### src/rtl/seq_gen.sv
// seq_gen: serial pattern generator.
// Sends a PAT_W-bit pattern MSB first, repeated count times, with no gaps
// between bits or between repetitions. All outputs are registered.
//
// Ports
//   clk      in   system clock; state changes on the rising edge
//   clr_n    in   asynchronous active-low clear
//   start    in   transfer request, sampled only in IDLE
//   pattern  in   [PAT_W-1:0] bits to send, latched on an accepted start
//   count    in   [CNT_W-1:0] number of repetitions, latched on an accepted start
//   abort    in   synchronous cancel of the transfer in progress
//   d        out  serial data (IDLE_LVL when no bit is being sent)
//   valid    out  d carries a pattern bit this cycle
//   busy     out  transfer in progress
//   done     out  one-cycle pulse after the last bit of a completed transfer
//
// state   | meaning
// --------+-------------------------------------------------------------
// S_IDLE  | waiting for start; outputs at idle values
// S_SHIFT | one pattern bit on d per cycle
// S_DONE  | single-cycle done pulse, then back to S_IDLE

module seq_gen #(
  parameter int   PAT_W    = 4,
  parameter int   CNT_W    = 4,
  parameter logic IDLE_LVL = 1'b0
) (
  input  logic             clk,
  input  logic             clr_n,
  input  logic             start,
  input  logic [PAT_W-1:0] pattern,
  input  logic [CNT_W-1:0] count,
  input  logic             abort,
  output logic             d,
  output logic             valid,
  output logic             busy,
  output logic             done
);

  localparam int IDX_W = $clog2(PAT_W);
  localparam logic [IDX_W-1:0] IDX_MAX = IDX_W'(PAT_W - 1);
  localparam logic [CNT_W-1:0] REP_LAST = CNT_W'(1);

  typedef enum logic [1:0] {
    S_IDLE  = 2'd0,
    S_SHIFT = 2'd1,
    S_DONE  = 2'd2
  } state_t;

  state_t           state_q, state_d;
  logic [PAT_W-1:0] pat_q, pat_d;
  // Repetitions remaining, including the one currently on the wire. Holding
  // "remaining" rather than "done so far" lets the full CNT_W range be used.
  logic [CNT_W-1:0] rep_q, rep_d;
  // Index of the bit currently being sent.
  logic [IDX_W-1:0] idx_q, idx_d;
  logic             d_q, d_d;
  logic             valid_q, valid_d;
  logic             busy_q, busy_d;
  logic             done_q, done_d;

  always_ff @(posedge clk or negedge clr_n) begin
    if (!clr_n) begin
      state_q <= S_IDLE;
      pat_q   <= '0;
      rep_q   <= '0;
      idx_q   <= '0;
      d_q     <= IDLE_LVL;
      valid_q <= 1'b0;
      busy_q  <= 1'b0;
      done_q  <= 1'b0;
    end else begin
      state_q <= state_d;
      pat_q   <= pat_d;
      rep_q   <= rep_d;
      idx_q   <= idx_d;
      d_q     <= d_d;
      valid_q <= valid_d;
      busy_q  <= busy_d;
      done_q  <= done_d;
    end
  end

  // Outputs are computed for the cycle after the edge, so every output
  // register holds what the next state presents.
  always_comb begin
    state_d = state_q;
    pat_d   = pat_q;
    rep_d   = rep_q;
    idx_d   = idx_q;
    d_d     = IDLE_LVL;
    valid_d = 1'b0;
    busy_d  = 1'b0;
    done_d  = 1'b0;

    case (state_q)
      S_IDLE: begin
        // abort beats a simultaneous start
        if (start && !abort) begin
          pat_d = pattern;
          rep_d = count;
          idx_d = IDX_MAX;
          if (count != '0) begin
            state_d = S_SHIFT;
            d_d     = pattern[PAT_W-1];
            valid_d = 1'b1;
            busy_d  = 1'b1;
          end else begin
            state_d = S_DONE;
            done_d  = 1'b1;
          end
        end
      end

      S_SHIFT: begin
        if (abort) begin
          state_d = S_IDLE;
        end else if (idx_q == '0) begin
          if (rep_q == REP_LAST) begin
            state_d = S_DONE;
            done_d  = 1'b1;
          end else begin
            rep_d   = rep_q - 1'b1;
            idx_d   = IDX_MAX;
            d_d     = pat_q[PAT_W-1];
            valid_d = 1'b1;
            busy_d  = 1'b1;
          end
        end else begin
          idx_d   = idx_q - 1'b1;
          d_d     = pat_q[idx_q - 1'b1];
          valid_d = 1'b1;
          busy_d  = 1'b1;
        end
      end

      S_DONE: begin
        state_d = S_IDLE;
      end

      default: begin
        state_d = S_IDLE;
      end
    endcase
  end

  assign d     = d_q;
  assign valid = valid_q;
  assign busy  = busy_q;
  assign done  = done_q;

endmodule

### config.mk
export PLATFORM = sky130hd
export DESIGN_NAME = seq_gen
export DESIGN_NICKNAME = d
export VERILOG_FILES = /design/src/rtl/seq_gen.sv
export SDC_FILE = /design/constraint.sdc
export NUM_CORES = 1
export LEC_CHECK = 0
export ABC_CLOCK_PERIOD_IN_PS = 2890
export BUFFER_PORTS_ARGS = -buffer_cell sky130_fd_sc_hd__buf_4
export CAP_MARGIN = 20
export CORE_ASPECT_RATIO = 1.2
export CORE_MARGIN = 2
export CORE_UTILIZATION = 55
export CTS_CLUSTER_DIAMETER = 60
export DETAILED_ROUTE_END_ITERATION = 8
export PLACE_DENSITY = 0.78
export SLEW_MARGIN = 20
export SYNTH_ARGS = -nofsm -noshare
export SYNTH_HDL_FRONTEND = slang
export SYNTH_SLANG_ARGS = --single-unit
### constraint.sdc
create_clock -name clk -period 2.89 [get_ports clk]
set_input_delay 0.4335 -clock clk [delete_from_list [all_inputs] [get_ports clk]]
set_output_delay 0.4335 -clock clk [all_outputs]
set_load 0.01 [all_outputs]
# Word-level counts from Yosys, hierarchy flattened
# Cells that the tools add are included.
[word_totals] register_bits=15 latchBits=0 ram_bits=0 mem_bits_ro=0 out_inout_bits=4 wordCells=65 mem_count=0
[op_classes] add_sub_neg=2 n_mul=0 n_div=0 n_lt_le_gt_ge=1 n_eq_ne=9 shift=0 muxes=36 bitwise=0 n_reduce_logical=10
[op_table] operator="$mux W2" count=9
[op_table] operator="$mux W1" count=16
[op_table] operator="$mux W4" count=4
[op_table] operator="$ne A3 B3 Y1 const B" count=3
[op_table] operator="$ne A2 B2 Y1 const B" count=4
[op_table] operator="$pmux W2 S2" count=2
[op_table] operator="$pmux W4 S2" count=1
[op_table] operator="$pmux W1 S2" count=3
[op_table] operator="$reduce_and A5 Y1" count=1
[op_table] operator="$eq A4 B1 Y1 const B" count=1
[op_table] operator="$logic_not A2 Y1" count=2
[op_table] operator="$reduce_and A4 Y1" count=1
[op_table] operator="$reduce_bool A4 Y1" count=1
[op_table] operator="$sub A4 B1 Y4 const B" count=1
[op_table] operator="$lt A2 B3 Y1 const B" count=1
[op_table] operator="$reduce_and A3 Y1" count=1
[op_table] operator="$bmux W1 S2" count=1
[op_table] operator="$eq A2 B1 Y1 const B" count=1
[op_table] operator="$reduce_and A2 Y1" count=1
[op_table] operator="$reduce_bool A2 Y1" count=1
[op_table] operator="$sub A2 B1 Y2 const B" count=1
[op_table] operator="$logic_and A1 B1 Y1" count=1
[op_table] operator="$logic_not A1 Y1" count=1

# Depth between registers and ports, before layout
# Gate-level depths: netlist (run 1).
[logic_depth] ltp_word=6 depth_mapped=6 mapped_depth_nobuf=5

# Worst setup path before layout (run 1)
# Ideal clock, no wire load.
[synth_path] kind="register to register" startpoint="register state_q[0]" endpoint="register rep_q[0]" setup_ps=126 arrival_time_ps=1543 required_time_ps=2764 setup_slack_ps=1221 stages_incl_launch_ff=5 path_buffers=1 cell_sequence="dfrtp_1 or4b_1 buf_6 o31a_4 a221o_1"
[synth_via] elab_chain_cells=3 elab_cells_between_ends=9 classes_between="eq/ne: 5; mux: 1; reduce/logical: 3"
[synth_rtl] element="start: declaration" line="50" source="state_t state_q, state_d;"
[synth_rtl] element="start signal: assignment" line="73" source="state_q <= state_d;"
[synth_rtl] element="$eq A2 B1 Y1 or $logic_not A2 Y1 (tied branches)" line="96" source="case (state_q)"
[synth_rtl] element="$ne A2 B2 Y1 (no source line) or $reduce_bool A2 Y1 (tied branches)"
[synth_rtl] element="$reduce_and A5 Y1 (no source line)"
[synth_rtl] element="end signal: assignment" line="75" source="rep_q <= rep_d;"
[synth_rtl] element="end: declaration" line="54" source="logic [CNT_W-1:0] rep_q, rep_d;"
# Parallel ways exist; a longest one is shown, timed or not.
# A chain may end at the register's enable or synchronous reset.

# Worst setup path in the final report (run 1)
# Same ends and word-level chain as after synthesis.

==> flow_metrics.py, run 1 <==
metrics = {
    "run_status": {
        "outcome": "completed",
    },
    "detailed_routing": {
        "detailedRoute.firstPassIterationCount": 4,
        "totalWireLength_um": 1944,
        "drt_drc_violations_left": 0,
        "drt-vias-per-instance": 6.215,
        "routedWlPerCell_um": 16.07,
        "postRouteAntennaNets": 0,
        "num_vias": 752,
        "initialDrtViolationCount": 18,
    },
    "floorplan": {
        "chipHeight_um": 47.56,
        "die_area_sq_um": 1917,
        "placement_rows": 15,
        "die_width_um": 40.30,
        "design.portCount": 16,
        "floorplan.core_area_sq_um": 1464,
        "start_util": 0.5940,
    },
    "critical_path": {
        "worstSetupEndpointType": "flop",
        "critPathLaunch": "state_q[0]",
        "arrival_ns": 2.04,
        "worstReg2RegStart": "state_q[0]",
        "crit_type": "flop to flop",
        "required_ns": 3.06,
        "cp-start-kind": "flop",
        "r2r_cells": 3,
        "worstPathMaxFanout": 9,
    },
    "sta": {
        "fmax_ghz": 0.5360,
        "timing.final.crit_share": 0.6455,
        "fin_tns_setup_ns": 0,
        "final_worst_clock_skew_ns": 0.005178,
        "slew_violations": 0,
        "slew_headroom": 0.6432,
        "tightest_slew_ns": 0.5341,
        "layout_min_cycle_time_ns": 1.866,
        "timing.final.setup_violations": 0,
        "finalHoldViolCount": 0,
        "rsz0062_at_grt": "no",
    },
    "logic_synthesis": {
        "count_of_flip_flops_with_a_built_in_enable_after_synthesis": 0,
        "synthArstFlopShare": 1.000,
        "post_synth.cell_area_avg_sq_um": 9.995,
        "synth_largest_type_area_fraction": 0.4317,
        "count_of_mapped_cells_out_of_synthesis": 87,
        "ffs_latches_synth": 15,
        "synth_area_sq_um": 869.6,
        "synthTopCellsByArea": "dfrtp_1 43%, nand2_1 6.0%, mux2i_1 4.6%",
        "synthesis.yosys.warnings": 0,
        "mappedNetlistNets": 102,
        "synth_flop_cell": "dfrtp_1",
        "yosys.cell_types.count": 36,
        "synth_top_area_cell": "dfrtp_1",
        "synth.yosys.seq_area_share": 0.4317,
    },
    "pwr": {
        "power-per-cell-area_nw_per_um2": 560.5,
        "vdd_ir_drop_max_mv": 0.4242,
        "power_leakage_nw": 0.4847,
    },
    "clock_network": {
        "clk_path_buf_depth": 2,
        "cts.htree.levels": 1,
        "clkLatencyLatePin_ns": 0.28,
        "numCtsBuffers": 3,
        "clkSinkCount": 15,
        "clockRootBuffer": "clkbuf_4",
        "cts_tree": "yes",
        "cts.repair_timing.setup_buffer_count": 0,
        "clkTransAtPathRegs_ns": 0.09,
    },
    "place": {
        "gp_congestion": 0.8771,
        "post-dp-hpwl_um": 1388,
        "numPortBuffers": 15,
    },
    "layout": {
        "layout.cells.most_common": "buf_4",
        "n_fill_cell": 112,
        "most-common-layout-cells": "16 x buf_4, 15 x dfrtp_1, 14 x nand2_1",
        "nets": 120,
        "antennaDiodeCount": 0,
        "final_core_utilization": 0.6974,
        "area_growth_pct": 17.41,
        "layout-drive-gt1-share": 0.2308,
    },
    "global_route": {
        "antenna_found_initial": 0,
        "groute.usage.overall": 0.2522,
        "via_count_of_the_first_global_routing_pass": 694,
        "grt_pass1_wl_um": 3153,
        "total_congestion_overflow": 0,
        "grt_max_degree": 16,
    },
    "job": {
        "max_cap_viol": 0,
    },
    "min_path": {
        "worstHoldPathCells": 3,
        "worstHoldPathType": "primary input to flop",
        "min_from": "pattern[0]",
    },
}
cells by family after synthesis:
kind of cell	count (synthesis)	share of synthesized area
flops	15	0.4317
buf+inv	9	0.05181
fa+ha+maj	3	0.04317
simple gates	38	0.2547
compound gates	17	0.1597
mux	5	0.05899
timing repair:
| item | in CTS | in global routing |
|---|---|---|
| endpoints found under the hold margin | 15 | 0 |
| resized for setup | 0 | 0 |
| setup endpoints to repair | 0 | 0 |
| hold buffers | 1 | 0 |
cell type report:
cell class	count	area [sq um]	area share
multi-input combinational	63	449.2	0.4400
sequential	15	375.4	0.3676
timing repair buffer	17	130.1	0.1275
clock buffer	4	26.28	0.02574
tap	17	21.27	0.02083
inverter	5	18.77	0.01838
registers in the layout (all words and copies together) (netlist names):
| register | cells |
|---|---|
| state_q | 2 |
| pat_q | 4 |
| rep_q | 4 |
| idx_q | 2 |
| d | 1 |
| busy | 1 |
| done | 1 |
per-stage QoR:
step	setup WS [ns]	instances	instance area [sq um]	hold WS, ns	total power, mW
2_1_floorplan	1.221	87	869.6	0.1379	0.3962
3_3_place_gp	1.041	116	984.7	0.2983	0.4459
3_5_place_dp	0.9846	116	984.7	0.2989	0.4515
4_1_cts	1.040	121	1021	0.3334	0.5731
5_1_grt	0.9663	121	1021	0.3456	0.6139
6_report	1.024	121	1021	0.3362	0.5722
synth_stat cells, types with 2 or more instances:
master / n
clkbuf_1: 2
nand3b_1: 2
ha_1: 3
nor3b_1: 2
nand2_1: 14
dfrtp_1: 15
mux2i_1: 4
nor4b_1: 3
nor2b_1: 2
inv_1: 5
a22o_1: 2
o21ai_0: 3
nor4_1: 4
o22ai_1: 3
nor2_1: 2
worst max-delay path: stages, from the launching register on:
cell and delay [ns]:
dfrtp_1 0.46, or4b_1 0.74, o31a_4 0.21, a221o_1 0.34
power breakdown:
part | leakage [nW] | total [mW] | switching [mW] | internal [mW]
clock network | 0.0150 | 0.119 | 0.0658 | 0.0536
logic | 0.289 | 0.170 | 0.0843 | 0.0853
registers | 0.181 | 0.283 | 0.0366 | 0.247
path summary, 6_finish.rpt:
| path | to | slack (ns) |
|---|---|---|
| max | rep_q[0] | 1.02 |
| min | pat_q[0] | 0.34 |
| max reg2reg | rep_q[0] | 1.02 |
| min reg2reg | pat_q[3] | 0.48 |
| max in group asynchronous | pat_q[1] | 2.18 |
| min in group asynchronous | idx_q[1] | 0.53 |
metal layers:
| layer | GRT usage | wire [um] | vias to the layer above |
|---|---|---|---|
| met5 | 0 | 0 | - |
| met4 | 0.1200 | 36 | 0 |
| met3 | 0.04186 | 58 | 4 |
| met2 | 0.4032 | 949 | 20 |
| met1 | 0.3313 | 900 | 370 |
| li1 | - | - | 358 |
Power figures use the tool's default switching activity.
==> run 2, diff against run 1 <==
--- a/config.mk
+++ b/config.mk
@@ -5,15 +5,15 @@
 export SDC_FILE = /design/constraint.sdc
 export NUM_CORES = 1
 export LEC_CHECK = 0
-export ABC_CLOCK_PERIOD_IN_PS = 2890
+export ABC_CLOCK_PERIOD_IN_PS = 1900
 export BUFFER_PORTS_ARGS = -buffer_cell sky130_fd_sc_hd__buf_4
 export CAP_MARGIN = 20
 export CORE_ASPECT_RATIO = 1.2
 export CORE_MARGIN = 2
-export CORE_UTILIZATION = 55
+export CORE_UTILIZATION = 53
 export CTS_CLUSTER_DIAMETER = 60
 export DETAILED_ROUTE_END_ITERATION = 8
-export PLACE_DENSITY = 0.78
+export PLACE_DENSITY = 0.76
 export SLEW_MARGIN = 20
 export SYNTH_ARGS = -nofsm -noshare
 export SYNTH_HDL_FRONTEND = slang
==> constraint.sdc (replaced) <==
create_clock -name clk -period 1.9 [get_ports clk]
set_input_delay 0.285 -clock clk [delete_from_list [all_inputs] [get_ports clk]]
set_output_delay 0.285 -clock clk [all_outputs]
set_load 0.01 [all_outputs]
==> run 2 against run 1 <==
  * Sequential power increased by 50%
  * Die area is 3.4% higher
  * Critical endpoint unchanged
  * Worst hold slack worse by 0.16 ns
==> flow_metrics.py, run 2 (synthesized netlist as in run 1, its figures left out) <==
metrics = {
    "global_route": {
        "grt_pass1_wl_um": 3394,
        "total_congestion_overflow": 0,
        "groute.usage.overall": 0.2476,
        "via_count_of_the_first_global_routing_pass": 795,
        "grt_max_degree": 16,
        "antenna_found_initial": 0,
    },
    "layout": {
        "area_of_the_multi_input_gates_sq_um": 449.2,
        "layout.cell_area.non_filler_sq_um": 1046,
        "layout.cells.most_common": "buf_4",
        "antennaDiodeCount": 0,
        "final_core_utilization": 0.6614,
        "n_fill_cell": 120,
        "register_area_sq_um": 375.4,
        "biggestRegsByFlops": "pat_q: 4 flops, rep_q: 4 flops",
        "area_growth_pct": 20.29,
        "nets": 123,
        "layout-drive-gt1-share": 0.2617,
        "most-common-layout-cells": "19 x buf_4, 15 x dfrtp_1, 14 x nand2_1",
    },
    "sta": {
        "tightest_slew_ns": 0.4370,
        "timing.final.crit_share": 0.9250,
        "slew_violations": 0,
        "fin_tns_setup_ns": 0,
        "fmax_ghz": 0.5690,
        "finalHoldViolCount": 0,
        "layout_min_cycle_time_ns": 1.758,
        "slew_headroom": 0.7076,
        "final_worst_clock_skew_ns": 0.001825,
        "timing.final.setup_violations": 0,
        "rsz0062_at_grt": "no",
    },
    "clock_network": {
        "clkSinkCount": 15,
        "clk_path_buf_depth": 2,
        "clkTransAtPathRegs_ns": 0.10,
        "clkLatencyLatePin_ns": 0.29,
        "numCtsBuffers": 3,
        "cts.repair_timing.setup_buffer_count": 0,
        "cts.htree.levels": 1,
        "cts_tree": "yes",
        "clockRootBuffer": "clkbuf_4",
    },
    "critical_path": {
        "required_ns": 2.08,
        "timing.reg2reg.setup_slack_ns": 0.14,
        "r2r_cells": 5,
        "r2r-end": "rep_q[0]",
        "cp-start-kind": "flop",
        "worst_setup_path_endpoint": "rep_q[0]",
        "arrival_ns": 1.94,
        "worstReg2RegStart": "idx_q[0]",
        "crit_type": "flop to flop",
        "critPathLaunch": "idx_q[0]",
        "worstPathMaxFanout": 6,
        "worstSetupEndpointType": "flop",
    },
    "detailed_routing": {
        "num_vias": 731,
        "drt_drc_violations_left": 0,
        "postRouteAntennaNets": 0,
        "routedWlPerCell_um": 15.42,
        "drt-vias-per-instance": 5.848,
        "detailedRoute.firstPassIterationCount": 4,
        "initialDrtViolationCount": 15,
        "totalWireLength_um": 1927,
    },
    "place": {
        "gp_congestion": 0.8464,
        "placed_cell_area_sq_um": 1008,
        "numPortBuffers": 15,
        "post-dp-hpwl_um": 1449,
    },
    "min_path": {
        "worstHoldPathType": "primary input to flop",
    },
    "pwr": {
        "vdd_ir_drop_max_mv": 0.6556,
        "design_power_total_mw": 0.8852,
        "power_leakage_nw": 0.5006,
        "power-per-cell-area_nw_per_um2": 846.3,
    },
    "run_status": {
        "outcome": "completed",
    },
    "floorplan": {
        "design.portCount": 16,
        "floorplan.core_area_sq_um": 1582,
        "start_util": 0.5498,
        "placement_rows": 16,
        "chipHeight_um": 48.37,
        "die_area_sq_um": 1982,
        "die_width_um": 40.98,
    },
    "job": {
        "max_cap_viol": 0,
    },
}
run 2: changes by cell type in the layout (fill, tap and decap cells not counted), sizes merged:
cell    delta
buf        +3
clkbuf     -1
clkinv     +1
run 2: repair_timing:
| action | CTS | global route |
|---|---|---|
| endpoints found under the setup margin | 0 | 0 |
| endpoints found under the hold margin | 15 | 0 |
| hold buffers | 1 | 0 |
| gates resized for setup | 0 | 0 |
run 2: per-stage QoR:
| stage | setup WS (ns) | instances | hold slack, ns |
|---|---|---|---|
| 5_1_grt | 0.03550 | 125 | 0.1796 |
| 3_5_place_dp | 0.1694 | 120 | 0.1520 |
| 4_1_cts | 0.1568 | 125 | 0.1760 |
| 3_3_place_gp | 0.2327 | 120 | 0.1492 |
| 6_report | 0.1425 | 125 | 0.1799 |
| 2_1_floorplan | 0.2308 | 87 | -0.01059 |
run 2: per-layer routing:
layer	vias to the layer above	GRT usage	share of wire
met4	0	0.1056	0.019
li1	364	-	-
met3	6	0.07798	0.052
met1	336	0.3123	0.44
met2	25	0.3724	0.48
met5	-	0	0
run 2: how the worst min path moves through the flow:
stage	start	endpoint	slack, ns	cells after the start
after floorplan	clr_n	busy	-0.01	0
after global placement	clr_n	state_q[0]	0.15	1
after detailed placement	clr_n	state_q[0]	0.15	1
after CTS	pattern[1]	pat_q[1]	0.18	3
after global routing	pattern[2]	pat_q[2]	0.18	3
final	pattern[1]	pat_q[1]	0.18	3
run 2: layout make-up:
class | count | area share
inverter | 5 | 0.01794
sequential | 15 | 0.3589
clock inverter | 1 | 0.004785
tap | 18 | 0.02153
clock buffer | 3 | 0.02153
multi-input combinational | 63 | 0.4294
timing repair buffer | 20 | 0.1459
run 2: power by group:
part | switching [mW] | internal, mW | total (mW)
clock network | 0.111 | 0.0783 | 0.190
registers | 0.0497 | 0.375 | 0.425
logic | 0.132 | 0.138 | 0.271
run 2: critical path, cell delays in order (launching register included):
cell	delay [ns]
dfrtp_1	0.45
inv_1	0.10
ha_1	0.25
inv_1	0.12
o31a_4	0.38
a221o_1	0.35
==> run 3, diff against run 2 <==
--- a/config.mk
+++ b/config.mk
@@ -10,10 +10,10 @@
 export CAP_MARGIN = 20
 export CORE_ASPECT_RATIO = 1.2
 export CORE_MARGIN = 2
-export CORE_UTILIZATION = 53
+export CORE_UTILIZATION = 37
 export CTS_CLUSTER_DIAMETER = 60
 export DETAILED_ROUTE_END_ITERATION = 8
-export PLACE_DENSITY = 0.76
+export PLACE_DENSITY = 0.56
 export SLEW_MARGIN = 20
 export SYNTH_ARGS = -nofsm -noshare
 export SYNTH_HDL_FRONTEND = slang
==> run 3 against run 2 <==
  * Sequential share of layout area shrank 0.30 points
  * Via count is 0.41% higher
  * Worst setup slack better by 0.0082 ns
  * Clock skew barely moved
  * Total power is 1.2% lower
  * Clock power about the same
  * Combinational power fell by 4%
  * Register-to-register slack about the same
  * Count of clock-buffer cells in the layout unchanged
  * Cell count up 9.6%
  * Core utilization shrank 19 points
  * Non-clock buffer count is 1 lower
==> flow_metrics.py, run 3 (synthesized netlist as in run 1, its figures left out) <==
metrics = {
    "clock_network": {
        "clk_path_buf_depth": 2,
        "clkLatencyLatePin_ns": 0.28,
        "clkSinkCount": 15,
        "numCtsBuffers": 3,
        "cts.htree.levels": 1,
        "clkTransAtPathRegs_ns": 0.10,
        "clockRootBuffer": "clkbuf_4",
        "cts_tree": "yes",
        "cts-resized-gates": 0,
    },
    "critical_path": {
        "cp-start-kind": "flop",
        "worstPathMaxFanout": 6,
        "required_ns": 2.08,
        "worstSetupEndpointType": "flop",
        "arrival_ns": 1.93,
        "crit_type": "flop to flop",
    },
    "sta": {
        "fin_tns_setup_ns": 0,
        "rsz0062_at_grt": "no",
        "tightest_slew_ns": 0.5341,
        "finalHoldViolCount": 0,
        "final_worst_clock_skew_ns": 0.001570,
        "slew_headroom": 0.6389,
        "setup_ws_ns": 0.1506,
        "fmax_ghz": 0.5716,
        "slew_violations": 0,
        "layout_min_cycle_time_ns": 1.749,
        "timing.final.crit_share": 0.9207,
        "timing.final.setup_violations": 0,
    },
    "global_route": {
        "grt_pass1_wl_um": 3436,
        "via_count_of_the_first_global_routing_pass": 723,
        "grt_max_degree": 16,
        "antenna_found_initial": 0,
        "groute.usage.overall": 0.1747,
        "total_congestion_overflow": 0,
    },
    "pwr": {
        "power_leakage_nw": 0.4960,
        "vdd_ir_drop_max_mv": 0.4554,
        "power-per-cell-area_nw_per_um2": 829.4,
        "design_power_total_mw": 0.8748,
    },
    "detailed_routing": {
        "drt-vias-per-instance": 5.358,
        "detailedRoute.firstPassIterationCount": 4,
        "drt_drc_violations_left": 0,
        "routedWlPerCell_um": 14.50,
        "num_vias": 734,
        "postRouteAntennaNets": 0,
        "initialDrtViolationCount": 18,
        "totalWireLength_um": 1986,
    },
    "place": {
        "post-place-ws_ns": 0.1866,
        "numPortBuffers": 15,
        "post-dp-hpwl_um": 1462,
        "gp_congestion": 0.8788,
    },
    "layout": {
        "area_growth_pct": 21.29,
        "biggestRegsByFlops": "pat_q: 4 flops, rep_q: 4 flops",
        "final_core_utilization": 0.4670,
        "layout.cells.most_common": "buf_4",
        "most-common-layout-cells": "18 x buf_4, 15 x dfrtp_1, 14 x nand2_1",
        "nets": 122,
        "antennaDiodeCount": 0,
        "n_fill_cell": 222,
        "layout-drive-gt1-share": 0.2547,
    },
    "floorplan": {
        "die_area_sq_um": 2756,
        "design.portCount": 16,
        "floorplan.core_area_sq_um": 2258,
        "chipHeight_um": 57.11,
        "start_util": 0.3850,
        "die_width_um": 48.26,
        "placement_rows": 19,
    },
    "job": {
        "max_cap_viol": 0,
    },
    "min_path": {
        "worstHoldPathType": "primary input to flop",
    },
    "run_status": {
        "outcome": "completed",
    },
}
==> run 3: changes by cell type in the layout (fill, tap and decap cells not counted), sizes merged <==
| cell | previous run | this run |
|---|---|---|
| buf | 19 | 18 |
==> run 3: path summary, 6_finish.rpt <==
kind | start | end | slack, ns | depth (start not counted)
setup / recovery | idx_q[0] | rep_q[0] | 0.15 | 5
hold / removal | pattern[2] | pat_q[2] | 0.18 | 3
setup reg to reg | idx_q[0] | rep_q[0] | 0.15 | 5
hold reg to reg | pat_q[3] | pat_q[3] | 0.49 | 2
max in group asynchronous | clr_n | state_q[1] | 1.34 | 2
min in group asynchronous | clr_n | rep_q[0] | 0.38 | 2
==> run 3: through the flow <==
stage / area (sq um) / std cells / hold WS (ns)
final: 1055 / 137 / 0.1819
after floorplan: 869.6 / 87 / -0.01059
after detailed placement: 1017 / 132 / 0.1560
after global routing: 1055 / 137 / 0.1840
after CTS: 1055 / 137 / 0.1805
after global placement: 1017 / 132 / 0.1526
==> run 3: power by group <==
part / internal (mW) / switching (mW) / leakage (nW)
Sequential: 0.375 / 0.0518 / 0.181
Combinational: 0.133 / 0.129 / 0.297
Clock: 0.0781 / 0.109 / 0.0177
==> run 3: final cells by class <==
type | count | area, sq um | share of cell area
multi-input cells | 63 | 449.2 | 0.4259
flip-flops and latches | 15 | 375.4 | 0.3559
repair buffers | 19 | 145.1 | 0.1376
well taps | 31 | 38.79 | 0.03677
clock buffers | 3 | 22.52 | 0.02135
inverters | 5 | 18.77 | 0.01779
clock inverters | 1 | 5.005 | 0.004745
==> run 3: critical path, cell delays in order, from the launching register on <==
cell,delay (ns)
dfrtp_1,0.44
inv_1,0.09
ha_1,0.24
inv_1,0.13
o31a_4,0.39
a221o_1,0.34
==> run 3: repair_timing <==
action / in CTS / in global routing
hold endpoints to repair: 15 / 0
setup endpoints to repair: 0 / 0
hold buffers: 1 / 0
setup buffers: 0 / 0
==> run 3: routing by layer <==
metal / vias to the layer above / share of wire / global-route usage
met5: - / 0 / 0
met4: 0 / 0.034 / 0.08494
met3: 8 / 0.036 / 0.03481
met2: 24 / 0.46 / 0.2519
met1: 340 / 0.47 / 0.2435
li1: 362 / - / -
